===== src/rtl/mc_control.sv =====
`default_nettype none
// +----------------------------------------------------------------------------+
// | mc_control: multi-cycle MIPS main control FSM with memory-ready handshake,   |
// | branch resolution and retired-instruction counter.  Rev 1.0                  |
// +----------------------------------------------------------------------------+
module mc_control #(
  parameter int CNT_W = 32
) (
  input  logic             clk,
  input  logic             rst_n,
  input  logic [5:0]       op,
  input  logic             zero,
  input  logic             mem_ready,
  output logic             pc_write,
  output logic             ir_write,
  output logic             i_or_d,
  output logic             mem_read,
  output logic             mem_write,
  output logic             mem_to_reg,
  output logic             reg_dst,
  output logic             reg_write,
  output logic             alu_src_a,
  output logic [1:0]       alu_src_b,
  output logic [2:0]       alu_op,
  output logic [1:0]       pc_src,
  output logic [3:0]       state,
  output logic             illegal,
  output logic [CNT_W-1:0] instr_count
);

  localparam logic [5:0] c_OP_RTYPE = 6'h00;
  localparam logic [5:0] c_OP_LW    = 6'h23;
  localparam logic [5:0] c_OP_SW    = 6'h2B;
  localparam logic [5:0] c_OP_BEQ   = 6'h04;
  localparam logic [5:0] c_OP_BNE   = 6'h05;
  localparam logic [5:0] c_OP_J     = 6'h02;
  localparam logic [5:0] c_OP_ADDI  = 6'h08;

  typedef enum logic [3:0] {
    S_FETCH  = 4'd0,
    S_DECODE = 4'd1,
    S_MADDR  = 4'd2,
    S_MRD    = 4'd3,
    S_MWB    = 4'd4,
    S_MWR    = 4'd5,
    S_EXEC   = 4'd6,
    S_RWB    = 4'd7,
    S_BR     = 4'd8,
    S_JMP    = 4'd9,
    S_IEXEC  = 4'd10,
    S_IWB    = 4'd11
  } state_t;

  state_t           r_state;
  state_t           w_next;
  logic [CNT_W-1:0] r_count;
  logic             r_illegal;
  logic             w_retire;
  logic             w_bad_op;

  logic       w_pc_write, w_ir_write, w_i_or_d, w_mem_read, w_mem_write;
  logic       w_mem_to_reg, w_reg_dst, w_reg_write, w_alu_src_a;
  logic [1:0] w_alu_src_b, w_pc_src;
  logic [2:0] w_alu_op;

  always_ff @(posedge clk or negedge rst_n) begin
    if (!rst_n) begin
      r_state   <= S_FETCH;
      r_count   <= '0;
      r_illegal <= 1'b0;
    end else begin
      r_state   <= w_next;
      r_illegal <= w_bad_op;
      if (w_retire)
        r_count <= r_count + {{(CNT_W-1){1'b0}}, 1'b1};
    end
  end

  always_comb begin
    w_next       = r_state;
    w_retire     = 1'b0;
    w_bad_op     = 1'b0;
    w_pc_write   = 1'b0;
    w_ir_write   = 1'b0;
    w_i_or_d     = 1'b0;
    w_mem_read   = 1'b0;
    w_mem_write  = 1'b0;
    w_mem_to_reg = 1'b0;
    w_reg_dst    = 1'b0;
    w_reg_write  = 1'b0;
    w_alu_src_a  = 1'b0;
    w_alu_src_b  = 2'b00;
    w_alu_op     = 3'b000;
    w_pc_src     = 2'b00;
    case (r_state)
      S_FETCH: begin
        w_mem_read  = 1'b1;
        w_alu_src_b = 2'b01;
        w_ir_write  = mem_ready;
        w_pc_write  = mem_ready;
        if (mem_ready) w_next = S_DECODE;
      end
      S_DECODE: begin
        // branch target is computed speculatively here into ALUOut
        w_alu_src_b = 2'b11;
        case (op)
          c_OP_RTYPE:       w_next = S_EXEC;
          c_OP_LW, c_OP_SW: w_next = S_MADDR;
          c_OP_BEQ, c_OP_BNE: w_next = S_BR;
          c_OP_J:           w_next = S_JMP;
          c_OP_ADDI:        w_next = S_IEXEC;
          default: begin
            w_next   = S_FETCH;
            w_bad_op = 1'b1;
          end
        endcase
      end
      S_MADDR: begin
        w_alu_src_a = 1'b1;
        w_alu_src_b = 2'b10;
        w_next      = (op == c_OP_LW) ? S_MRD : S_MWR;
      end
      S_MRD: begin
        w_mem_read = 1'b1;
        w_i_or_d   = 1'b1;
        if (mem_ready) w_next = S_MWB;
      end
      S_MWB: begin
        w_reg_write  = 1'b1;
        w_mem_to_reg = 1'b1;
        w_next       = S_FETCH;
        w_retire     = 1'b1;
      end
      S_MWR: begin
        w_mem_write = 1'b1;
        w_i_or_d    = 1'b1;
        if (mem_ready) begin
          w_next   = S_FETCH;
          w_retire = 1'b1;
        end
      end
      S_EXEC: begin
        w_alu_src_a = 1'b1;
        w_alu_op    = 3'b010;
        w_next      = S_RWB;
      end
      S_RWB: begin
        w_reg_write = 1'b1;
        w_reg_dst   = 1'b1;
        w_next      = S_FETCH;
        w_retire    = 1'b1;
      end
      S_IEXEC: begin
        w_alu_src_a = 1'b1;
        w_alu_src_b = 2'b10;
        w_next      = S_IWB;
      end
      S_IWB: begin
        w_reg_write = 1'b1;
        w_next      = S_FETCH;
        w_retire    = 1'b1;
      end
      S_BR: begin
        w_alu_src_a = 1'b1;
        w_alu_op    = 3'b001;
        w_pc_src    = 2'b01;
        w_pc_write  = ((op == c_OP_BEQ) && zero) || ((op == c_OP_BNE) && !zero);
        w_next      = S_FETCH;
        w_retire    = 1'b1;
      end
      S_JMP: begin
        w_pc_src   = 2'b10;
        w_pc_write = 1'b1;
        w_next     = S_FETCH;
        w_retire   = 1'b1;
      end
      default: w_next = S_FETCH;
    endcase
  end

  // Reset leaves the FSM in FETCH, whose strobes must still read 0 while rst_n is low
  assign pc_write    = rst_n & w_pc_write;
  assign ir_write    = rst_n & w_ir_write;
  assign i_or_d      = rst_n & w_i_or_d;
  assign mem_read    = rst_n & w_mem_read;
  assign mem_write   = rst_n & w_mem_write;
  assign mem_to_reg  = rst_n & w_mem_to_reg;
  assign reg_dst     = rst_n & w_reg_dst;
  assign reg_write   = rst_n & w_reg_write;
  assign alu_src_a   = rst_n & w_alu_src_a;
  assign alu_src_b   = {2{rst_n}} & w_alu_src_b;
  assign alu_op      = {3{rst_n}} & w_alu_op;
  assign pc_src      = {2{rst_n}} & w_pc_src;
  assign state       = r_state;
  assign illegal     = r_illegal;
  assign instr_count = r_count;

endmodule
`default_nettype wire

===== config.mk =====
export PLATFORM = sky130hd
export DESIGN_NAME = mc_control
export DESIGN_NICKNAME = d
export VERILOG_FILES = /design/src/rtl/mc_control.sv
export SDC_FILE = /design/constraint.sdc
export NUM_CORES = 1
export LEC_CHECK = 0
export BUFFER_PORTS_ARGS = -buffer_cell sky130_fd_sc_hd__buf_4
export CAP_MARGIN = 20
export CORE_MARGIN = 5
export CORE_UTILIZATION = 56
export CTS_CLUSTER_SIZE = 12
export DETAILED_ROUTE_END_ITERATION = 16
export GPL_TIMING_DRIVEN = 1
export HOLD_SLACK_MARGIN = 0.15
export PLACE_DENSITY = 0.86
export SKIP_LAST_GASP = 1
export SLEW_MARGIN = 20
export SYNTH_ARGS = -nofsm -noshare
export SYNTH_HDL_FRONTEND = slang
export SYNTH_SLANG_ARGS = --single-unit

===== constraint.sdc =====
create_clock -name clk -period 3.5 [get_ports clk]
set_clock_uncertainty 0.15 [all_clocks]
set_input_delay 0.175 -clock clk [delete_from_list [all_inputs] [get_ports clk]]
set_output_delay 0.175 -clock clk [all_outputs]
set_load 0.1 [all_outputs]

==> results.txt <==
----------------------------------------------------
[Run status]
  Result of the run ... complete, no violations

[Placement]
  Placed cell areas ... around 2700 µm²
  Worst slack after detailed placement ... approximately 950 ps
  Buffers on Ports ... 61
  RePlAce Congestion ... 0.868
  HPWL after detailed placement ... just under 4 mm

[Floorplan]
  Number of core rows ... 22
  Placeable core region ... 3740 µm²
  Ports ... 63
  Horizontal die dimension ... around 73 µm
  Die area ... between 5000 and 6000 µm²
  Initial core utilization ... 58.8%
  Floorplan die height ... 72.7 µm

[STA]
  Setup repair after global routing missed its margin ... no
  Setup slack after layout ... approximately 800 ps
  Final max-slew violation count ... 0
  Final setup violating endpoints ... 0
  Maximum frequency from static timing analysis ... 0.370 GHz
  Worst hold slack across all endpoints ... 185 ps
  Final total negative setup slack ... 0 ps
  Transition time at the pin with the least slew margin ... 1030 ps
  Shortest period the worst path allows ... approximately 2700 ps
  Hold Vio Cnt, Final ... 0
  Fin crit share ... roughly 77%
  Relative slew slack ... around 31%

[Worst setup path]
  CP arrival ... ~2800 ps
  Crit Path Max Fanout ... 5
  Type of the worst setup path ... input pin to flip-flop
  Capture point of the worst path ... state[0]
  Length in cells of the worst reg-to-reg path ... 4
  Worst setup path startpoint ... op[4]
  Worst reg2reg path endpoint ... instr_count[18]
  Flop2flop setup slack ... between 800 and 900 ps
  Sort of element at the end of the critical path ... flip-flop
  Setup crit start kind ... input pin
  Required time of the critical path ... 3580 ps
  Origin of the critical flop-to-flop path ... state[1]

[Logic synthesis]
  Compound-gate portion of the synthesized area ... under 10%
  Ys Warns ... 0
  Synth top area share ... 42.0%
  Fraction of synthesized area in multiplexers ... under 10%
  Leading cell type by number of instances after synthesis ... dfrtp_1
  Flip-flop cell with the highest count after synthesis ... dfrtp_1
  Count of distinct cell types in the synthesized netlist ... 44
  Async set or reset register ratio after synthesis ... 100%
  Flip-flop and latch count after synthesis ... 37
  Portion of the post-synthesis area used by sequential elements ... between 40 and 50%
  Synth top area cells ... dfrtp_1, xor2_1, xnor2_1
  Simple-gate area share of the yosys netlist ... between 30 and 40%
  Biggest area consumer among synthesized cells ... dfrtp_1
  Mean post-synth cell area ... about 9.5 µm²
  Number of synthesized flops with an enable pin ... 0
  Synth top cells by count ... dfrtp_1, xor2_1, nand2_1
  Dominant combinational cell family by area after synthesis ... simple AND/OR/NAND/NOR gates
  Adder-cell area share of the yosys netlist ... 0.568%
  Cell count after synthesis ... between 200 and 250
  Mapped Nets ... about 240
  Xor/xnor share of the synthesized area ... between 10% and 20%
  Synthesized cell area ... between 2000 and 2500 µm²

[Flow run]
  Max-cap violations ... 0

[Global routing]
  Via count of the first global-routing pass ... ~2000
  Antenna violations before repair ... 0
  Pin count of the biggest net entering global routing ... 44
  Global-route wire length before repair ... approximately 10 mm
  Total gr overflow ... 0
  GRT Total Usage ... approximately a quarter

[Routing]
  Routed WL per cell ... 17.0 µm
  # DRC ... 0
  DR iter-0 viols ... 202
  Detailed-routing iteration count for the pre-antenna-repair pass ... 4
  Detail-routed via count per cell ... 6.02
  Detailed-route via count ... ~2100
  Routed Antenna Nets ... 0
  Wirelength, routed ... ~5.8 mm

[Clock network]
  CTS tree ... done
  Setup Fix Bufs, Post-CTS ... 0
  Clock Latency Late Sink ... ~300 ps
  Sink Count ... 37
  Clock buffer depth ... 2
  H-tree lvl count ... 2
  Clock root cell ... clkbuf_8
  Clock-pin transition on the worst setup and hold timing paths ... roughly 70 ps
  Post-cts resize count ... 0
  Number of buffers inserted during clock tree synthesis ... 5

[Power]
  Pwr per Cell Area ... roughly 430 nW/µm²
  Peak supply drop ... between 0.6 and 0.7 mV
  Leakage component of the power ... 1.39 nW

[Final layout]
  Diodes inserted ... 0
  Final core area utilization ... about 77%
  Proportion of layout cells with a drive suffix above 1 ... 29.4%
  Number of nets in the final layout ... 303
  Layout overhead on the synthesized area ... 30.1%
  Filler Cell Count ... roughly 280
  Summed area of non-filler cells in the final layout ... about 2900 µm²

[Min path]
  HP Class ... input pin to flip-flop
  Worst Hold Depth ... 4

----------------------------------------------------
## report_power, final
group / leakage, nW / switching [mW] / internal [mW]
Combinational: 0.833 / 0.273 / 0.0819
Sequential: 0.500 / 0.0329 / 0.447
Clock: 0.0585 / 0.154 / 0.232
Total: 1.39 / 0.460 / 0.762
## routing by layer
metal / part of all wire (%) / track usage (%) / vias up
met4: 1.3 / 6.97 / 0
li1: - / - / 956
met5: 0 / 0 / -
met1: 41 / 31.8 / 1000
met3: 7.6 / 6.20 / 10
met2: 50 / 38.5 / 88
## cells in the final DEF (no fill, tap or decap), drive strengths merged, types with 6 or more instances in the layout
master        n
nand4        10
nand2        19
dlygate4sd3   6
nor4         12
nand3        10
nor3         17
buf          61
xor2         20
dfrtp        37
and3          7
a21oi         7
clkbuf        7
xnor2        14
nor2         10
## repair_timing
action | in CTS | in global routing
hold buffers | 6 | 0
setup endpoints to repair | 0 | 0
endpoints found under the hold margin | 39 | 0
## how the worst min path moves through the flow
stage | startpoint | to | slack (ps)
final | op[3] | state[3] | 180
after detailed placement | rst_n | instr_count[29] | 40
after global routing | op[3] | state[3] | 220
after CTS | op[3] | state[3] | 180
after floorplan | rst_n | illegal | -270
after global placement | rst_n | illegal | 30
## kinds of logic after synthesis
group,after synthesis
simple gates,120
flops,37
xor+xnor,34
compound gates,19
buf+inv,18
mux,2
fa+ha+maj,1
other cells,1
## critical path: stages
cell           delay (ps)
dlygate4sd3_1         540
buf_4                 160
or4_4                 430
nor2_1                130
nand3b_1               80
dlygate4sd3_1         580
o21ai_1               130
dlygate4sd3_1         560
## stage by stage
stage	std cells	power, mW
floorplan	232	0.754
global placement	327	0.832
detailed placement	327	0.835
CTS	341	1.23
global route	341	1.26
finish	341	1.22
## cell type report
type / instances / area, µm² / share of cell area [%]
multi-input cells: 177 / 1230 / 42.9
flip-flops and latches: 37 / 926 / 32.3
repair buffers: 67 / 518 / 18.1
clock buffers: 7 / 86.3 / 3.01
well taps: 48 / 60.1 / 2.10
clock inverters: 1 / 30.0 / 1.05
inverters: 4 / 15.0 / 0.524
## sequential cells by signal (all words and copies together), names as in the netlist
register     count
illegal          1
state            4
instr_count     32
Note: power is estimated with default switching activity, not from simulation.
